==> src/rtl/cfu_cmd_issuer_if.sv <==
// CFU command/response bus. The issuer is the master: it drives commands and accepts responses.
interface cfu_cmd_issuer_if;
    logic        cmd_valid;
    logic        cmd_ready;
    logic [9:0]  cmd_payload_function_id;
    logic [31:0] cmd_payload_inputs_0;
    logic [31:0] cmd_payload_inputs_1;
    logic        rsp_valid;
    logic        rsp_ready;
    logic [31:0] rsp_payload_outputs_0;

    modport master (
        output cmd_valid, cmd_payload_function_id, cmd_payload_inputs_0, cmd_payload_inputs_1,
        output rsp_ready,
        input  cmd_ready, rsp_valid, rsp_payload_outputs_0
    );

    modport slave (
        input  cmd_valid, cmd_payload_function_id, cmd_payload_inputs_0, cmd_payload_inputs_1,
        input  rsp_ready,
        output cmd_ready, rsp_valid, rsp_payload_outputs_0
    );
endinterface

==> src/rtl/cfu_cmd_issuer.sv <==
// Queues command requests, issues them one at a time to the CFU, and returns
// each result (or a timeout error word) through an in-order response queue.
module cfu_cmd_issuer #(
    parameter int          CMD_DEPTH = 4,
    parameter int          RSP_DEPTH = 4,
    parameter int          TIMEOUT   = 1024,
    parameter logic [31:0] ERR_WORD  = 32'hDEADBEEF
) (
    input  logic             clk,
    input  logic             rst_n,
    input  logic             req_valid,
    output logic             req_ready,
    input  logic [9:0]       req_function_id,
    input  logic [31:0]      req_inputs_0,
    input  logic [31:0]      req_inputs_1,
    cfu_cmd_issuer_if.master cfu,
    output logic             res_valid,
    input  logic             res_ready,
    output logic [31:0]      res_data,
    output logic [6:0]       res_op,
    output logic             res_err,
    output logic             busy,
    output logic [15:0]      timeout_cnt
);
    localparam int CAW = $clog2(CMD_DEPTH);
    localparam int RAW = $clog2(RSP_DEPTH);
    localparam int CPW = CAW + 1;
    localparam int RPW = RAW + 1;
    localparam int WCW = $clog2(TIMEOUT);
    localparam logic [WCW-1:0] WAIT_LAST = WCW'(TIMEOUT - 1);

    typedef enum logic [1:0] {IDLE, ISSUE, WAIT_RSP, PUSH} state_t;

    state_t state, state_nxt;

    logic [9:0]     cq_fid [CMD_DEPTH];
    logic [31:0]    cq_in0 [CMD_DEPTH];
    logic [31:0]    cq_in1 [CMD_DEPTH];
    logic [CAW:0]   cq_wptr, cq_rptr, cq_wptr_nxt, cq_rptr_nxt;
    logic           cmd_push, cmd_pop, cmd_empty, cmd_full_nxt;

    logic [6:0]     rq_op   [RSP_DEPTH];
    logic [31:0]    rq_data [RSP_DEPTH];
    logic           rq_err  [RSP_DEPTH];
    logic [RAW:0]   rq_wptr, rq_rptr;
    logic           res_push, res_pop, rsp_full;

    logic           cmd_valid_q, cmd_valid_nxt;
    logic           rsp_ready_q, rsp_ready_nxt;
    logic [9:0]     fid_q;
    logic [31:0]    in0_q, in1_q, rdata_q;
    logic           rerr_q;
    logic [WCW-1:0] wait_cnt, wait_nxt;
    logic           cap_rsp, cap_err;

    assign cmd_push     = req_valid && req_ready;
    assign cmd_empty    = (cq_wptr == cq_rptr);
    assign cq_wptr_nxt  = cq_wptr + CPW'(cmd_push);
    assign cq_rptr_nxt  = cq_rptr + CPW'(cmd_pop);
    assign cmd_full_nxt = (cq_wptr_nxt[CAW] != cq_rptr_nxt[CAW]) &&
                          (cq_wptr_nxt[CAW-1:0] == cq_rptr_nxt[CAW-1:0]);

    assign rsp_full  = (rq_wptr[RAW] != rq_rptr[RAW]) && (rq_wptr[RAW-1:0] == rq_rptr[RAW-1:0]);
    assign res_valid = (rq_wptr != rq_rptr);
    assign res_pop   = res_valid && res_ready;
    // Head outputs are masked while empty so an idle queue always reads as zero
    assign res_data  = res_valid ? rq_data[rq_rptr[RAW-1:0]] : 32'd0;
    assign res_op    = res_valid ? rq_op[rq_rptr[RAW-1:0]]   : 7'd0;
    assign res_err   = res_valid ? rq_err[rq_rptr[RAW-1:0]]  : 1'b0;

    assign busy = (state != IDLE) || !cmd_empty || res_valid;

    assign cfu.cmd_valid               = cmd_valid_q;
    assign cfu.rsp_ready               = rsp_ready_q;
    assign cfu.cmd_payload_function_id = fid_q;
    assign cfu.cmd_payload_inputs_0    = in0_q;
    assign cfu.cmd_payload_inputs_1    = in1_q;

    always_ff @(posedge clk) begin
        if (cmd_push) begin
            cq_fid[cq_wptr[CAW-1:0]] <= req_function_id;
            cq_in0[cq_wptr[CAW-1:0]] <= req_inputs_0;
            cq_in1[cq_wptr[CAW-1:0]] <= req_inputs_1;
        end
        if (res_push) begin
            rq_op[rq_wptr[RAW-1:0]]   <= fid_q[9:3];
            rq_data[rq_wptr[RAW-1:0]] <= rdata_q;
            rq_err[rq_wptr[RAW-1:0]]  <= rerr_q;
        end
    end

    always_ff @(posedge clk or negedge rst_n) begin
        if (!rst_n) begin
            state <= IDLE;
        end else begin
            state <= state_nxt;
        end
    end

    always_comb begin
        state_nxt     = state;
        cmd_valid_nxt = cmd_valid_q;
        rsp_ready_nxt = rsp_ready_q;
        wait_nxt      = wait_cnt;
        cmd_pop       = 1'b0;
        cap_rsp       = 1'b0;
        cap_err       = 1'b0;
        res_push      = 1'b0;
        case (state)
            IDLE: begin
                // A free response slot is reserved here so PUSH can never overflow
                if (!cmd_empty && !rsp_full) begin
                    cmd_pop       = 1'b1;
                    cmd_valid_nxt = 1'b1;
                    state_nxt     = ISSUE;
                end
            end
            ISSUE: begin
                if (cmd_valid_q && cfu.cmd_ready) begin
                    cmd_valid_nxt = 1'b0;
                    rsp_ready_nxt = 1'b1;
                    wait_nxt      = '0;
                    state_nxt     = WAIT_RSP;
                end
            end
            WAIT_RSP: begin
                if (cfu.rsp_valid && rsp_ready_q) begin
                    cap_rsp       = 1'b1;
                    rsp_ready_nxt = 1'b0;
                    state_nxt     = PUSH;
                end else if (wait_cnt == WAIT_LAST) begin
                    cap_err       = 1'b1;
                    rsp_ready_nxt = 1'b0;
                    state_nxt     = PUSH;
                end else begin
                    wait_nxt = wait_cnt + WCW'(1);
                end
            end
            PUSH: begin
                res_push  = 1'b1;
                state_nxt = IDLE;
            end
            default: state_nxt = IDLE;
        endcase
    end

    always_ff @(posedge clk or negedge rst_n) begin
        if (!rst_n) begin
            cq_wptr     <= '0;
            cq_rptr     <= '0;
            req_ready   <= 1'b0;
            rq_wptr     <= '0;
            rq_rptr     <= '0;
            cmd_valid_q <= 1'b0;
            rsp_ready_q <= 1'b0;
            fid_q       <= '0;
            in0_q       <= '0;
            in1_q       <= '0;
            rdata_q     <= '0;
            rerr_q      <= 1'b0;
            wait_cnt    <= '0;
            timeout_cnt <= '0;
        end else begin
            cq_wptr     <= cq_wptr_nxt;
            cq_rptr     <= cq_rptr_nxt;
            req_ready   <= !cmd_full_nxt;
            rq_wptr     <= rq_wptr + RPW'(res_push);
            rq_rptr     <= rq_rptr + RPW'(res_pop);
            cmd_valid_q <= cmd_valid_nxt;
            rsp_ready_q <= rsp_ready_nxt;
            wait_cnt    <= wait_nxt;
            if (cmd_pop) begin
                fid_q <= cq_fid[cq_rptr[CAW-1:0]];
                in0_q <= cq_in0[cq_rptr[CAW-1:0]];
                in1_q <= cq_in1[cq_rptr[CAW-1:0]];
            end
            if (cap_rsp) begin
                rdata_q <= cfu.rsp_payload_outputs_0;
                rerr_q  <= 1'b0;
            end
            if (cap_err) begin
                rdata_q <= ERR_WORD;
                rerr_q  <= 1'b1;
                if (timeout_cnt != 16'hFFFF) begin
                    timeout_cnt <= timeout_cnt + 16'd1;
                end
            end
        end
    end
endmodule

==> src/flat_wrapper.sv <==
// flat-port wrapper written by rule: the top's interface ports become plain ports
module cfu_cmd_issuer_flat 
#(
    parameter int          CMD_DEPTH = 4,
    parameter int          RSP_DEPTH = 4,
    parameter int          TIMEOUT   = 1024,
    parameter logic [31:0] ERR_WORD  = 32'hDEADBEEF
)
  (clk, rst_n, req_valid, req_ready, req_function_id, req_inputs_0, req_inputs_1, res_valid, res_ready, res_data, res_op, res_err, busy, timeout_cnt, cfu_cmd_valid, cfu_cmd_payload_function_id, cfu_cmd_payload_inputs_0, cfu_cmd_payload_inputs_1, cfu_rsp_ready, cfu_cmd_ready, cfu_rsp_valid, cfu_rsp_payload_outputs_0);
  cfu_cmd_issuer_if cfu_i ();
  input  logic clk;
  input  logic rst_n;
  input  logic req_valid;
  output logic req_ready;
  input  logic [9:0] req_function_id;
  input  logic [31:0] req_inputs_0;
  input  logic [31:0] req_inputs_1;
  output logic res_valid;
  input  logic res_ready;
  output logic [31:0] res_data;
  output logic [6:0] res_op;
  output logic res_err;
  output logic busy;
  output logic [15:0] timeout_cnt;
  output wire logic [$bits(cfu_i.cmd_valid)-1:0] cfu_cmd_valid;
  output wire logic [$bits(cfu_i.cmd_payload_function_id)-1:0] cfu_cmd_payload_function_id;
  output wire logic [$bits(cfu_i.cmd_payload_inputs_0)-1:0] cfu_cmd_payload_inputs_0;
  output wire logic [$bits(cfu_i.cmd_payload_inputs_1)-1:0] cfu_cmd_payload_inputs_1;
  output wire logic [$bits(cfu_i.rsp_ready)-1:0] cfu_rsp_ready;
  input wire logic [$bits(cfu_i.cmd_ready)-1:0] cfu_cmd_ready;
  input wire logic [$bits(cfu_i.rsp_valid)-1:0] cfu_rsp_valid;
  input wire logic [$bits(cfu_i.rsp_payload_outputs_0)-1:0] cfu_rsp_payload_outputs_0;
  assign cfu_cmd_valid = cfu_i.cmd_valid;
  assign cfu_cmd_payload_function_id = cfu_i.cmd_payload_function_id;
  assign cfu_cmd_payload_inputs_0 = cfu_i.cmd_payload_inputs_0;
  assign cfu_cmd_payload_inputs_1 = cfu_i.cmd_payload_inputs_1;
  assign cfu_rsp_ready = cfu_i.rsp_ready;
  assign cfu_i.cmd_ready = cfu_cmd_ready;
  assign cfu_i.rsp_valid = cfu_rsp_valid;
  assign cfu_i.rsp_payload_outputs_0 = cfu_rsp_payload_outputs_0;
  cfu_cmd_issuer #(.CMD_DEPTH(CMD_DEPTH), .RSP_DEPTH(RSP_DEPTH), .TIMEOUT(TIMEOUT), .ERR_WORD(ERR_WORD)) u_core (.clk(clk), .rst_n(rst_n), .req_valid(req_valid), .req_ready(req_ready), .req_function_id(req_function_id), .req_inputs_0(req_inputs_0), .req_inputs_1(req_inputs_1), .cfu(cfu_i), .res_valid(res_valid), .res_ready(res_ready), .res_data(res_data), .res_op(res_op), .res_err(res_err), .busy(busy), .timeout_cnt(timeout_cnt));
endmodule
==> config.mk <==
export PLATFORM = sky130hd
export DESIGN_NAME = cfu_cmd_issuer_flat
export DESIGN_NICKNAME = d
export VERILOG_FILES = /design/src/rtl/cfu_cmd_issuer_if.sv /design/src/rtl/cfu_cmd_issuer.sv /design/src/flat_wrapper.sv
export SDC_FILE = /design/constraint.sdc
export NUM_CORES = 1
export LEC_CHECK = 0
export ABC_AREA = 1
export CORE_ASPECT_RATIO = 1.5
export CORE_UTILIZATION = 45
export CTS_CLUSTER_SIZE = 10
export DETAILED_ROUTE_END_ITERATION = 10
export PLACE_DENSITY_LB_ADDON = 0.15
export SETUP_SLACK_MARGIN = 0.3
export SLEW_MARGIN = 20
export SYNTH_ARGS = -nofsm -noshare
export SYNTH_HDL_FRONTEND = slang
export SYNTH_SLANG_ARGS = --single-unit
export TNS_END_PERCENT = 30
==> constraint.sdc <==
create_clock -name clk -period 6.5 [get_ports clk]
set_clock_uncertainty 0.2 [all_clocks]
set_input_delay 1.3 -clock clk [delete_from_list [all_inputs] [get_ports clk]]
set_output_delay 1.3 -clock clk [all_outputs]
set_load 0.005 [all_outputs]
# Word level (Yosys, flattened, before mapping)
# Memory sizes are Yosys's and may differ from the RTL's. A register that Yosys moved wholly into a read port is not among the register bits.
# Index checks and enable logic that the tools add are counted.
dict set report word_totals {
  inputBits 112
  wordCells 100
  n_memories 6
  ramBits 456
  regBits 76
  output_inout_bits 135
}
# name depth width read_ports rd_clocked_by_memory_dff wr line
set mem_list {}
lappend mem_list {u_core.cq_in0 4 32 1 1 1 cfu_cmd_issuer.sv:37} ;# logic [31:0] cq_in0 [CMD_DEPTH];
lappend mem_list {u_core.cq_in1 4 32 1 1 1 cfu_cmd_issuer.sv:38} ;# logic [31:0] cq_in1 [CMD_DEPTH];
lappend mem_list {u_core.rq_data 4 32 1 0 1 cfu_cmd_issuer.sv:43} ;# logic [31:0] rq_data [RSP_DEPTH];
lappend mem_list {u_core.cq_fid 4 10 1 1 1 cfu_cmd_issuer.sv:36} ;# logic [9:0] cq_fid [CMD_DEPTH];
lappend mem_list {u_core.rq_op 4 7 1 0 1 cfu_cmd_issuer.sv:42} ;# logic [6:0] rq_op [RSP_DEPTH];
lappend mem_list {u_core.rq_err 4 1 1 0 1 cfu_cmd_issuer.sv:44} ;# logic rq_err [RSP_DEPTH];
dict set report classes {
  reduce_logical 25
  mux 35
  eq_ne 16
  n_addsub 6
}
# op count
set op_table {}
lappend op_table {{32-bit two-way mux} 3}
lappend op_table {{10-bit two-way mux} 3}
lappend op_table {{1-bit two-way mux} 20}
lappend op_table {{10-bit case mux with 2 select lines} 1}
lappend op_table {{16-bit by 1-bit adder with 16-bit output, second input constant} 1}
lappend op_table {{16-bit inequality test, second input constant} 1}
lappend op_table {{3-bit by 1-bit adder with 3-bit output} 4}
lappend op_table {{10-bit by 1-bit adder with 10-bit output, second input constant} 1}
lappend op_table {{10-bit == test, second input constant} 1}
lappend op_table {{3-bit AND reduction} 3}
lappend op_table {{2-bit two-way mux} 4}
lappend op_table {{2-bit case mux with 4 select lines} 1}
lappend op_table {{2-bit nonzero test} 4}
lappend op_table {{1-bit logical AND} 7}
lappend op_table {{7-bit two-way mux} 1}
lappend op_table {{1-bit zero test} 6}
lappend op_table {{2-bit == test} 2}
lappend op_table {{2-bit == test, second input constant} 2}
lappend op_table {{2-bit by 1-bit inequality test with 1-bit output, second input constant} 2}
lappend op_table {{2-bit inequality test, second input constant} 2}
lappend op_table {{1-bit case mux with 2 select lines} 2}
lappend op_table {{4-bit AND reduction} 1}
lappend op_table {{3-bit == test} 1}
lappend op_table {{3-bit by 1-bit inequality test with 1-bit output, second input constant} 1}
lappend op_table {{6 further kinds} 8}

# Logic depth before layout (Yosys ltp)
# Gate-level depths: netlist (run 1).
dict set report depth {
  word_depth 10
  depth_mapped 13
}

# Least setup slack after synthesis (run 1)
# No wires, ideal clock.
dict set report synth_timing {
  kind {input port to flip-flop}
  from {input port req_valid}
  to {memory u_core.cq_fid[2][0], enable pin}
  arrival_ps 6424
  slack_ps -721
  path_buffers 0
  cell_stages 2
  setup_time_ps 598
  path_cell_list {nand2_1 nor3_1}
}
dict set report synth_between {
  elab_chain_cells 3
}
# item line
set synth_lines {}
lappend synth_lines {{start: declaration} flat_wrapper.sv:13} ;# input logic req_valid;
lappend synth_lines {{1-bit logical AND} cfu_cmd_issuer.sv:56} ;# assign cmd_push = req_valid && req_ready;
lappend synth_lines {{1-bit two-way mux} cfu_cmd_issuer.sv:80} ;# if (cmd_push) begin
lappend synth_lines {{1-bit two-way mux (implied by the code)} cfu_cmd_issuer.sv:81} ;# cq_fid[cq_wptr[CAW-1:0]] <= req_function_id;
lappend synth_lines {{end: declaration} cfu_cmd_issuer.sv:36}
# No other way between the ends.

# Worst setup path after layout (run 1)
dict set report layout_timing {
  from {register u_core.rq_rptr[0]}
  to {output port busy}
}
dict set report layout_between {
  elab_chain_cells 2
}
# item line
set layout_lines {}
lappend layout_lines {{start: declaration} cfu_cmd_issuer.sv:45} ;# logic [RAW:0] rq_wptr, rq_rptr;
lappend layout_lines {{start signal: assignment} cfu_cmd_issuer.sv:168} ;# rq_rptr <= rq_rptr + RPW'(res_pop);
lappend layout_lines {{3-bit inequality test} cfu_cmd_issuer.sv:64} ;# assign res_valid = (rq_wptr != rq_rptr);
lappend layout_lines {{1-bit logical OR} cfu_cmd_issuer.sv:71} ;# assign busy = (state != IDLE) || !cmd_empty || res_valid;
lappend layout_lines {{end: declaration} flat_wrapper.sv:23} ;# output logic busy;
# No other way between the ends.

==> run_summary.xml, run 1 <==
<?xml version="1.0" encoding="UTF-8"?>
<metrics>
  <group name="run_status">
    <metric name="status" unit="">finished clean</metric>
  </group>
  <group name="timing">
    <metric name="finalMaxSlewViolations" unit="">0</metric>
    <metric name="setup_viol_count_final" unit="">0</metric>
    <metric name="worst_pin_slew" unit="ns">1.074</metric>
    <metric name="finalHoldViolCount" unit="">0</metric>
    <metric name="achievable-frequency" unit="MHz">208.3</metric>
    <metric name="finalWorstPathRequiredPeriod" unit="ns">4.802</metric>
    <metric name="slew-limit-headroom" unit="">0.2837</metric>
    <metric name="unrepaired_setup_endpoints_after_global_routing" unit="">no</metric>
    <metric name="final.period_utilization" unit="">0.7388</metric>
    <metric name="timing.final.ws_setup" unit="ns">1.698</metric>
  </group>
  <group name="yosys">
    <metric name="syn_inst" unit="">1992</metric>
    <metric name="synthesis.area" unit="sq um">23680</metric>
    <metric name="ys_types" unit="">28</metric>
    <metric name="portion_of_the_post_synthesis_area_used_by_sequential_elements" unit="">0.7368</metric>
    <metric name="yosys_warnings" unit="">0</metric>
    <metric name="synth.avg_cell_area" unit="sq um">11.89</metric>
    <metric name="synth-seq-cells" unit="">606</metric>
    <metric name="mappedNetlistNets" unit="">2119</metric>
  </group>
  <group name="route">
    <metric name="finalWirelength" unit="um">56200</metric>
    <metric name="remaining_drc_errors" unit="">0</metric>
    <metric name="drt_iter0_drc" unit="">887</metric>
    <metric name="avgViaCountPerCell" unit="">5.229</metric>
    <metric name="detailed_route_wire_length_per_cell" unit="um">18.94</metric>
    <metric name="drt_pass1_iterations" unit="">5</metric>
    <metric name="drt.antenna.violating_nets" unit="">0</metric>
    <metric name="route.vias.total" unit="">15520</metric>
  </group>
  <group name="placed_design">
    <metric name="detailed_place_hpwl" unit="um">31330</metric>
    <metric name="placed_cell_area" unit="sq um">26790</metric>
    <metric name="detailedPlace.worstSlack" unit="ns">2.148</metric>
    <metric name="io_buffers" unit="">246</metric>
    <metric name="global_placer_s_final_weighted_congestion" unit="">0.7549</metric>
  </group>
  <group name="run">
    <metric name="max-cap-violations" unit="">0</metric>
  </group>
  <group name="setup_path">
    <metric name="crit_path_end_kind" unit="">output port</metric>
    <metric name="worst-setup-path-type" unit="">flop to output port</metric>
    <metric name="worst-path-max-fanout" unit="">24</metric>
    <metric name="cp.arrival" unit="ns">3.30</metric>
    <metric name="required" unit="ns">5.00</metric>
    <metric name="worstSetupStartpointType" unit="">flop</metric>
  </group>
  <group name="power_and_ir_drop">
    <metric name="sw_ratio" unit="">0.3421</metric>
    <metric name="power.internal" unit="uW">9082</metric>
    <metric name="total_leakage_power" unit="uW">0.01091</metric>
    <metric name="seqPwrFrac" unit="">0.407</metric>
    <metric name="portion_of_total_power_attributed_to_combinational_logic" unit="">0.337</metric>
    <metric name="sw_pwr" unit="uW">4723</metric>
    <metric name="powerDensity" unit="nW/um^2">478.7</metric>
    <metric name="clock_power_share" unit="">0.256</metric>
    <metric name="worst_ir_drop_vdd" unit="mV">0.2865</metric>
  </group>
  <group name="global_routing">
    <metric name="global_route.usage.total" unit="">0.2120</metric>
    <metric name="grt_antenna_before_repair" unit="">8</metric>
    <metric name="globalRoute.totalOverflow" unit="">0</metric>
    <metric name="grt_first_pass_wirelength" unit="um">87510</metric>
    <metric name="number_of_global_route_vias_before_repair" unit="">15840</metric>
    <metric name="maximum_number_of_pins_on_one_net_before_global_route_repair" unit="">98</metric>
  </group>
  <group name="clock_network">
    <metric name="h-tree-depth" unit="">3</metric>
    <metric name="tritoncts.num_buffers" unit="">70</metric>
    <metric name="cts_tree" unit="">yes</metric>
    <metric name="cts.root.buffer_cell" unit="">sky130_fd_sc_hd__clkbuf_16</metric>
    <metric name="cts_resized" unit="">0</metric>
    <metric name="post_cts.repair.setup_buffers" unit="">0</metric>
    <metric name="worstSkewPairLatency" unit="ns">0.58</metric>
    <metric name="clock_sinks" unit="">606</metric>
    <metric name="cts_buffer_depth" unit="">3</metric>
    <metric name="cts_hold_buffers" unit="">0</metric>
    <metric name="clk_pin_slew" unit="ns">0.05</metric>
  </group>
  <group name="floorplanning">
    <metric name="starting_utilization_of_the_core_area" unit="">0.4570</metric>
    <metric name="placement_rows" unit="">102</metric>
    <metric name="die_y" unit="um">283.0</metric>
    <metric name="area_enclosed_by_the_die_boundary" unit="sq um">53560</metric>
    <metric name="core_region_area" unit="sq um">51810</metric>
    <metric name="boundaryPins" unit="">247</metric>
    <metric name="chipWidth" unit="um">189.3</metric>
  </group>
  <group name="layout">
    <metric name="final.fill_count" unit="">4416</metric>
    <metric name="final_cell_area" unit="sq um">28840</metric>
    <metric name="final_layout_size_suffix_gt1_frac" unit="">0.05764</metric>
    <metric name="layout_commonest_cell" unit="">sky130_fd_sc_hd__edfxtp_1</metric>
    <metric name="final_cell_mix" unit="">456 x sky130_fd_sc_hd__edfxtp_1, 454 x sky130_fd_sc_hd__nand2_1, 269 x sky130_fd_sc_hd__nor2_1</metric>
    <metric name="fin_nets" unit="">2361</metric>
    <metric name="areaGrowthSynthToFinish" unit="%">21.80</metric>
  </group>
  <group name="min_path">
    <metric name="min_path_type" unit="">flop to flop</metric>
  </group>
</metrics>
## cells in the mapped netlist, drive strengths merged
cell type | instances | area share
a21oi | 14 | 0.0034
buf | 35 | 0.0085
clkbuf | 68 | 0.011
clkinv | 1 | 0.00016
dfrtp | 150 | 0.16
edfxtp | 456 | 0.58
ha | 15 | 0.0079
inv | 98 | 0.016
nand2 | 457 | 0.073
nand3 | 16 | 0.0038
nand4 | 6 | 0.0016
nor2 | 270 | 0.043
nor3 | 17 | 0.0040
nor3b | 1 | 0.00032
o21ai | 251 | 0.053
o22ai | 114 | 0.030
or2 | 1 | 0.00026
or3b | 1 | 0.00037
xnor2 | 9 | 0.0033
xor2 | 12 | 0.0044
## stage by stage
step	cells	hold WS, ns	setup TNS [ns]	total power [uW]	utilization
floorplan	1992	0.2607	-213.46	8315	-
global placement	2838	0.2620	0	10310	0.5171
detailed placement	2838	0.2640	0	10420	0.5171
CTS	2966	0.2799	0	14010	0.5566
global route	2967	0.2975	0	14710	0.5566
finish	2967	0.2773	0	13810	0.5566
## flip-flops by register name, indices dropped and copies added (netlist names), 16 cells and up
register,cells
u_core.rq_op,28
u_core.cq_fid,40
u_core.timeout_cnt,16
u_core.cq_in1,128
u_core.rq_data,128
u_core.cfu.cmd_payload_inputs_1,32
u_core.rdata_q,32
u_core.cq_in0,128
u_core.cfu.cmd_payload_inputs_0,32
## per-layer routing
layer	share of wire	vias to the layer above	GRT usage
met1	0.40	7647	0.2510
met5	0.0015	-	0
met4	0.021	12	0.06472
li1	-	7366	-
met2	0.52	390	0.3849
met3	0.053	100	0.04075
## kinds of logic after synthesis
family / after synthesis / synth area share
buffers and inverters: 202 / 0.03492
adders and majority gates: 15 / 0.007926
DFF: 606 / 0.7368
and+or+nand+nor: 769 / 0.1260
AOI/OAI and AO/OA: 379 / 0.08660
xor gates and xnor gates: 21 / 0.007767
## worst max-delay path, stage by stage (launching register included)
cell	delay, ns
sky130_fd_sc_hd__dfrtp_2	0.62
sky130_fd_sc_hd__nand2_1	0.10
sky130_fd_sc_hd__nand2_1	0.11
sky130_fd_sc_hd__nand4_1	0.70
sky130_fd_sc_hd__or3b_2	0.74
sky130_fd_sc_hd__clkdlybuf4s50_1	0.47
## final timing paths
kind	from	endpoint	slack, ns	cells after the start
setup / recovery	u_core.rq_rptr[0]$_DFF_PN0_	busy	1.70	5
hold / removal	u_core.cfu.cmd_payload_inputs_1[13]$_DFFE_PN0P_	u_core.cfu.cmd_payload_inputs_1[13]$_DFFE_PN0P_	0.28	2
setup reg to reg	u_core.cq_rptr[0]$_DFF_PN0_	u_core.cfu.cmd_payload_inputs_1[16]$_DFFE_PN0P_	3.19	7
hold reg to reg	u_core.cfu.cmd_payload_inputs_1[13]$_DFFE_PN0P_	u_core.cfu.cmd_payload_inputs_1[13]$_DFFE_PN0P_	0.28	2
max in group asynchronous	rst_n	u_core.cq_rptr[0]$_DFF_PN0_	4.22	2
min in group asynchronous	rst_n	u_core.timeout_cnt[10]$_DFFE_PN0P_	0.59	1
## power by group through the flow
stage / clock network [uW] / registers [uW] / logic (uW)
after floorplan: 0 / 5650 / 2660
after global placement: 0 / 5650 / 4660
after detailed placement: 0 / 5680 / 4740
after CTS: 3620 / 5620 / 4770
after global routing: 3780 / 5700 / 5230
final: 3540 / 5610 / 4650
## area by class of cell
type                            instances  area (sq um)  share of cell area
Antenna cell                            1         2.502          0.00008676
Tap cell                              676         845.8             0.02933
Clock inverter                          3         45.04            0.001562
Timing Repair Buffer                  273          2666             0.09245
Inverter                               99         374.1             0.01297
Clock buffer                          125          2001             0.06937
Sequential cell                       606         17450              0.6051
Multi-Input combinational cell       1184          5454              0.1891
No activity file was read; power rests on OpenSTA's default activity.
==> inputs of run 2 (changes only) <==
- clock period: 6.5 -> 4.4 ns (I/O delays scaled with it)
==> run 2 against run 1 <==
  * Global-route usage decreased by 0.33 points
  * Clock power increased by 47%
  * Power is 48% higher
  * Register-to-register slack got worse by 1.8 ns
  * Die area unchanged
  * Final area up 0.49%
  * First-iteration DRC count is 5.0% lower
  * Via count is 0.17% higher
  * Setup slack lost 1.2 ns
==> run_summary.xml, run 2 (synthesis gave the netlist of run 1 again) <==
<?xml version="1.0" encoding="UTF-8"?>
<metrics>
  <group name="power_and_ir_drop">
    <metric name="worst_ir_drop_vdd" unit="mV">0.4461</metric>
    <metric name="powerDensity" unit="nW/um^2">705.2</metric>
    <metric name="total_leakage_power" unit="uW">0.01096</metric>
  </group>
  <group name="layout">
    <metric name="fin_nets" unit="">2365</metric>
    <metric name="ff_latch_area" unit="sq um">17450</metric>
    <metric name="final_cell_mix" unit="">456 x sky130_fd_sc_hd__edfxtp_1, 454 x sky130_fd_sc_hd__nand2_1, 269 x sky130_fd_sc_hd__nor2_1</metric>
    <metric name="final_core_util" unit="">0.5593</metric>
    <metric name="areaGrowthSynthToFinish" unit="%">22.39</metric>
    <metric name="layout_commonest_cell" unit="">sky130_fd_sc_hd__edfxtp_1</metric>
    <metric name="multi_input_gate_area" unit="sq um">5479</metric>
    <metric name="layout.cells.non_filler" unit="">2975</metric>
    <metric name="final_layout_size_suffix_gt1_frac" unit="">0.06021</metric>
    <metric name="final.fill_count" unit="">4434</metric>
  </group>
  <group name="timing">
    <metric name="finalWorstPathRequiredPeriod" unit="ns">3.858</metric>
    <metric name="setup_viol_count_final" unit="">0</metric>
    <metric name="worst_pin_slew" unit="ns">0.9493</metric>
    <metric name="achievable-frequency" unit="MHz">259.2</metric>
    <metric name="finalMaxSlewViolations" unit="">0</metric>
    <metric name="final.period_utilization" unit="">0.8767</metric>
    <metric name="unrepaired_setup_endpoints_after_global_routing" unit="">no</metric>
    <metric name="finalSetupTns" unit="ns">0</metric>
    <metric name="finalHoldViolCount" unit="">0</metric>
    <metric name="slew-limit-headroom" unit="">0.3672</metric>
  </group>
  <group name="floorplanning">
    <metric name="chipWidth" unit="um">189.3</metric>
    <metric name="die_y" unit="um">283.0</metric>
    <metric name="placement_rows" unit="">102</metric>
    <metric name="boundaryPins" unit="">247</metric>
    <metric name="area_enclosed_by_the_die_boundary" unit="sq um">53560</metric>
    <metric name="starting_utilization_of_the_core_area" unit="">0.4570</metric>
    <metric name="core_region_area" unit="sq um">51810</metric>
  </group>
  <group name="clock_network">
    <metric name="clock_sinks" unit="">606</metric>
    <metric name="tritoncts.num_buffers" unit="">70</metric>
    <metric name="cts_tree" unit="">yes</metric>
    <metric name="cts.root.buffer_cell" unit="">sky130_fd_sc_hd__clkbuf_16</metric>
    <metric name="cts_buffer_depth" unit="">3</metric>
    <metric name="clk_pin_slew" unit="ns">0.05</metric>
    <metric name="h-tree-depth" unit="">3</metric>
    <metric name="worstSkewPairLatency" unit="ns">0.58</metric>
  </group>
  <group name="route">
    <metric name="detailed_route_wire_length_per_cell" unit="um">18.66</metric>
    <metric name="route.vias.total" unit="">15540</metric>
    <metric name="drt_iter0_drc" unit="">843</metric>
    <metric name="finalWirelength" unit="um">55500</metric>
    <metric name="drt.antenna.violating_nets" unit="">0</metric>
    <metric name="drt_pass1_iterations" unit="">5</metric>
    <metric name="avgViaCountPerCell" unit="">5.224</metric>
    <metric name="remaining_drc_errors" unit="">0</metric>
  </group>
  <group name="setup_path">
    <metric name="critical-path-max-stage-delay" unit="ns">0.66</metric>
    <metric name="timing.critical_path.cells" unit="">buf_4, o21ai_0, o22ai_1, nand2_1, inv_1, clkdlybuf4s50_1</metric>
    <metric name="worstSetupStartpointType" unit="">flop</metric>
    <metric name="worst-setup-path-type" unit="">flop to output port</metric>
    <metric name="critical_path_buf_inv_count" unit="">3</metric>
    <metric name="crit_family" unit="">buffers and inverters</metric>
    <metric name="required" unit="ns">3.32</metric>
    <metric name="worst-path-max-fanout" unit="">81</metric>
    <metric name="cp.arrival" unit="ns">2.78</metric>
    <metric name="worst_setup_path_startpoint" unit="">u_core.rq_rptr[0]$_DFF_PN0_</metric>
    <metric name="crit_path_end_kind" unit="">output port</metric>
    <metric name="r2r_start" unit="">u_core.cq_rptr[1]$_DFF_PN0_</metric>
    <metric name="critical_path.slowest_cell" unit="">sky130_fd_sc_hd__buf_4</metric>
  </group>
  <group name="global_routing">
    <metric name="globalRoute.totalOverflow" unit="">0</metric>
    <metric name="maximum_number_of_pins_on_one_net_before_global_route_repair" unit="">92</metric>
    <metric name="grt_first_pass_wirelength" unit="um">86770</metric>
    <metric name="grt_antenna_before_repair" unit="">11</metric>
    <metric name="number_of_global_route_vias_before_repair" unit="">15800</metric>
    <metric name="global_route.usage.total" unit="">0.2087</metric>
  </group>
  <group name="min_path">
    <metric name="min_path_type" unit="">input pin to asynchronous set/reset pin</metric>
  </group>
  <group name="placed_design">
    <metric name="dp_cells" unit="">2840</metric>
    <metric name="global_placer_s_final_weighted_congestion" unit="">0.7564</metric>
    <metric name="detailed_place_hpwl" unit="um">31550</metric>
    <metric name="io_buffers" unit="">246</metric>
  </group>
  <group name="run">
    <metric name="max-cap-violations" unit="">0</metric>
  </group>
  <group name="run_status">
    <metric name="status" unit="">finished clean</metric>
  </group>
</metrics>
-- run 2: changes by cell type in the layout (fill, tap and decap cells not counted), sizes merged --
cell / change
clkbuf: -6
diode: +6
inv: +1
clkinv: +3
buf: +4
-- run 2: layout make-up --
type / instances / area share
clock buffer: 119 / 0.06679
inverter: 99 / 0.01291
antenna: 7 / 0.0006044
multi-input combinational: 1184 / 0.1891
clock inverter: 7 / 0.003626
tap: 676 / 0.02918
timing repair buffer: 277 / 0.09563
sequential: 606 / 0.6022
-- run 2: power breakdown --
group | internal [uW] | switching (uW)
clock network | 3010 | 2210
registers | 7670 | 604
logic | 2720 | 4210
total | 13400 | 7030
-- run 2: final timing paths --
| kind | slack (ns) | depth (start not counted) | endpoint |
|---|---|---|---|
| worst max-delay path | 0.54 | 6 | res_op[5] |
| worst min-delay path | 0.09 | 1 | u_core.rdata_q[25]$_DFFE_PN0P_ |
| worst max register to register | 1.40 | 11 | u_core.req_ready$_DFF_PN0_ |
| worst min register to register | 0.28 | 2 | u_core.cfu.cmd_payload_inputs_1[11]$_DFFE_PN0P_ |
| max in group asynchronous | 2.95 | 2 | u_core.wait_cnt[4]$_DFFE_PN0P_ |
| min in group clk | 0.28 | 2 | u_core.cfu.cmd_payload_inputs_1[11]$_DFFE_PN0P_ |
-- run 2: what timing repair did --
action | CTS | global route
setup endpoints to repair | 1 | 0
endpoints found under the hold margin | 0 | 0
setup buffers | 2 | 0
hold buffers | 0 | 0
gates resized for setup | 0 | 0
-- run 2: per-layer routing --
| metal | share of wire | global-route usage |
|---|---|---|
| met5 | 0.00090 | 0 |
| met4 | 0.024 | 0.07923 |
| met3 | 0.057 | 0.04385 |
| met2 | 0.51 | 0.3635 |
| met1 | 0.41 | 0.2522 |
-- run 2: metrics by stage --
| stage | total power (uW) | hold slack (ns) | cell area (sq um) | setup WS, ns |
|---|---|---|---|---|
| global route | 21770 | 0.1307 | 28980 | 0.3454 |
| finish | 20440 | 0.08689 | 28980 | 0.5424 |
| CTS | 20750 | 0.1137 | 28960 | 0.5072 |
| global placement | 15280 | 0.2637 | 26910 | 0.9232 |
| floorplan | 12240 | 0.2607 | 23700 | -0.1781 |
| detailed placement | 15450 | 0.2643 | 26910 | 0.9223 |
==> inputs of run 3 (changes only) <==
- ABC_CLOCK_PERIOD_IN_PS: not set -> 4400
- PLACE_DENSITY: not set -> 0.68
- PLACE_DENSITY_LB_ADDON: 0.15 -> not set
==> run 3 against run 2 <==
  * Count of clock-buffer cells in the layout grew 2
  * Maximum frequency shrank 1.3%
  * Die area is the same
==> run_summary.xml, run 3 (synthesis gave the netlist of run 1 again) <==
<?xml version="1.0" encoding="UTF-8"?>
<metrics>
  <group name="clock_network">
    <metric name="cts.root.buffer_cell" unit="">sky130_fd_sc_hd__clkbuf_16</metric>
    <metric name="tritoncts.num_buffers" unit="">70</metric>
    <metric name="cts_tree" unit="">yes</metric>
    <metric name="clock_sinks" unit="">606</metric>
    <metric name="cts_buffer_depth" unit="">3</metric>
    <metric name="post_cts.repair.setup_buffers" unit="">0</metric>
    <metric name="clk_pin_slew" unit="ns">0.05</metric>
    <metric name="h-tree-depth" unit="">3</metric>
    <metric name="cts_hold_buffers" unit="">0</metric>
    <metric name="worstSkewPairLatency" unit="ns">0.58</metric>
  </group>
  <group name="floorplanning">
    <metric name="placement_rows" unit="">102</metric>
    <metric name="die_y" unit="um">283.0</metric>
    <metric name="boundaryPins" unit="">247</metric>
    <metric name="starting_utilization_of_the_core_area" unit="">0.4570</metric>
    <metric name="core_region_area" unit="sq um">51810</metric>
    <metric name="area_enclosed_by_the_die_boundary" unit="sq um">53560</metric>
    <metric name="chipWidth" unit="um">189.3</metric>
  </group>
  <group name="global_routing">
    <metric name="globalRoute.totalOverflow" unit="">0</metric>
    <metric name="number_of_global_route_vias_before_repair" unit="">16240</metric>
    <metric name="global_route.usage.total" unit="">0.2086</metric>
    <metric name="grt_antenna_before_repair" unit="">8</metric>
    <metric name="grt_first_pass_wirelength" unit="um">87030</metric>
    <metric name="maximum_number_of_pins_on_one_net_before_global_route_repair" unit="">100</metric>
  </group>
  <group name="placed_design">
    <metric name="detailed_place_hpwl" unit="um">31020</metric>
    <metric name="io_buffers" unit="">246</metric>
    <metric name="global_placer_s_final_weighted_congestion" unit="">0.8045</metric>
  </group>
  <group name="setup_path">
    <metric name="r2r_start" unit="">u_core.cq_rptr[0]$_DFF_PN0_</metric>
    <metric name="cp.arrival" unit="ns">2.83</metric>
    <metric name="worst-setup-path-type" unit="">flop to output port</metric>
    <metric name="required" unit="ns">3.32</metric>
    <metric name="worst-path-max-fanout" unit="">80</metric>
    <metric name="critical_path.reg2reg.endpoint" unit="">u_core.cfu.cmd_payload_inputs_0[14]$_DFFE_PN0P_</metric>
    <metric name="crit_path_end_kind" unit="">output port</metric>
    <metric name="regToRegSetupSlack" unit="ns">1.31</metric>
    <metric name="worstSetupStartpointType" unit="">flop</metric>
    <metric name="timing.reg2reg.worst_path_depth" unit="">7</metric>
  </group>
  <group name="route">
    <metric name="drt_pass1_iterations" unit="">5</metric>
    <metric name="drt_iter0_drc" unit="">885</metric>
    <metric name="route.vias.total" unit="">15740</metric>
    <metric name="detailed_route_wire_length_per_cell" unit="um">18.68</metric>
    <metric name="avgViaCountPerCell" unit="">5.303</metric>
    <metric name="drt.antenna.violating_nets" unit="">0</metric>
    <metric name="remaining_drc_errors" unit="">0</metric>
    <metric name="finalWirelength" unit="um">55450</metric>
  </group>
  <group name="timing">
    <metric name="worst_pin_slew" unit="ns">1.078</metric>
    <metric name="finalHoldViolCount" unit="">0</metric>
    <metric name="achievable-frequency" unit="MHz">255.9</metric>
    <metric name="unrepaired_setup_endpoints_after_global_routing" unit="">no</metric>
    <metric name="slew-limit-headroom" unit="">0.2817</metric>
    <metric name="finalMaxSlewViolations" unit="">0</metric>
    <metric name="setup_viol_count_final" unit="">0</metric>
    <metric name="finalWorstPathRequiredPeriod" unit="ns">3.908</metric>
    <metric name="hold_ws" unit="ns">0.1718</metric>
    <metric name="final.period_utilization" unit="">0.8881</metric>
  </group>
  <group name="run_status">
    <metric name="status" unit="">finished clean</metric>
  </group>
  <group name="layout">
    <metric name="final_layout_size_suffix_gt1_frac" unit="">0.05852</metric>
    <metric name="layout_commonest_cell" unit="">sky130_fd_sc_hd__edfxtp_1</metric>
    <metric name="final.fill_count" unit="">4324</metric>
    <metric name="ff_latch_area" unit="sq um">17460</metric>
    <metric name="fin_nets" unit="">2362</metric>
    <metric name="multi_input_gate_area" unit="sq um">5479</metric>
    <metric name="areaGrowthSynthToFinish" unit="%">22.38</metric>
    <metric name="final_core_util" unit="">0.5593</metric>
    <metric name="final_cell_mix" unit="">456 x sky130_fd_sc_hd__edfxtp_1, 454 x sky130_fd_sc_hd__nand2_1, 269 x sky130_fd_sc_hd__nor2_1</metric>
  </group>
  <group name="power_and_ir_drop">
    <metric name="worst_ir_drop_vdd" unit="mV">0.4320</metric>
    <metric name="total_leakage_power" unit="uW">0.01095</metric>
    <metric name="powerDensity" unit="nW/um^2">705.2</metric>
  </group>
  <group name="min_path">
    <metric name="min_path_type" unit="">input pin to asynchronous set/reset pin</metric>
  </group>
  <group name="run">
    <metric name="max-cap-violations" unit="">0</metric>
  </group>
</metrics>
## run 3: cell count changes in the layout (fill, tap and decap cells not counted), sizes merged
| cell | previous run | this run |
|---|---|---|
| buf | 32 | 29 |
| clkbuf | 119 | 121 |
| clkinv | 5 | 4 |
| diode | 7 | 2 |
## run 3: final cells by class
| class | instances | share of cell area |
|---|---|---|
| sequential | 606 | 0.6023 |
| multi-input combinational | 1184 | 0.1891 |
| timing repair buffer | 274 | 0.09524 |
| clock buffer | 121 | 0.06778 |
| tap | 676 | 0.02919 |
| inverter | 99 | 0.01291 |
| clock inverter | 6 | 0.003324 |
| antenna | 2 | 0.0001727 |
## run 3: worst max-delay path by stage
stage                                      from                       endpoint  slack [ns]  depth (start not counted)
finish              u_core.rq_rptr[0]$_DFF_PN0_                      res_op[2]        0.49                          7
global route        u_core.rq_rptr[0]$_DFF_PN0_                   res_data[25]        0.31                          6
CTS                 u_core.rq_rptr[0]$_DFF_PN0_                      res_op[2]        0.38                          7
detailed placement  u_core.rq_rptr[0]$_DFF_PN0_                    res_data[2]        0.82                          7
global placement    u_core.rq_rptr[0]$_DFF_PN0_                      res_op[3]        0.89                          7
floorplan                             req_valid  u_core.cq_fid[0][0]$_DFFE_PP_       -0.18                          2
## run 3: report_power, final
part / total (uW) / switching, uW / internal, uW
clock network: 5240 / 2190 / 3050
logic: 6820 / 4110 / 2710
registers: 8380 / 696 / 7680
total: 20400 / 6990 / 13400
## run 3: routing by layer
layer,vias up,wire (um),global-route usage
met5,-,69,0
met4,10,954,0.06371
met3,82,3472,0.04212
met2,466,29180,0.3818
met1,7807,21770,0.2430
li1,7374,-,-
## run 3: repair_timing
item	CTS	global route
pin swaps	0	0
setup endpoints to repair	40	20
gates resized for setup	2	3
endpoints found under the hold margin	0	0
## run 3: per-stage QoR
step	instance area, sq um	worst slack [ns]	setup TNS (ns)	instances	total power [uW]
finish	28980	0.4922	0	2968	20440
global route	28980	0.3103	0	2968	21730
CTS	28970	0.3847	0	2966	20700
detailed placement	26900	0.8217	0	2839	15370
global placement	26900	0.8907	0	2839	15160
floorplan	23700	-0.1781	-52.71	1992	12240
## run 3: critical path, cell delays in order, from the launching register on
cell	delay, ns
sky130_fd_sc_hd__dfrtp_4	0.66
sky130_fd_sc_hd__inv_2	0.14
sky130_fd_sc_hd__buf_8	0.39
sky130_fd_sc_hd__o21ai_0	0.18
sky130_fd_sc_hd__o22ai_1	0.17
sky130_fd_sc_hd__nand2_1	0.08
sky130_fd_sc_hd__inv_1	0.07
sky130_fd_sc_hd__clkdlybuf4s50_1	0.49
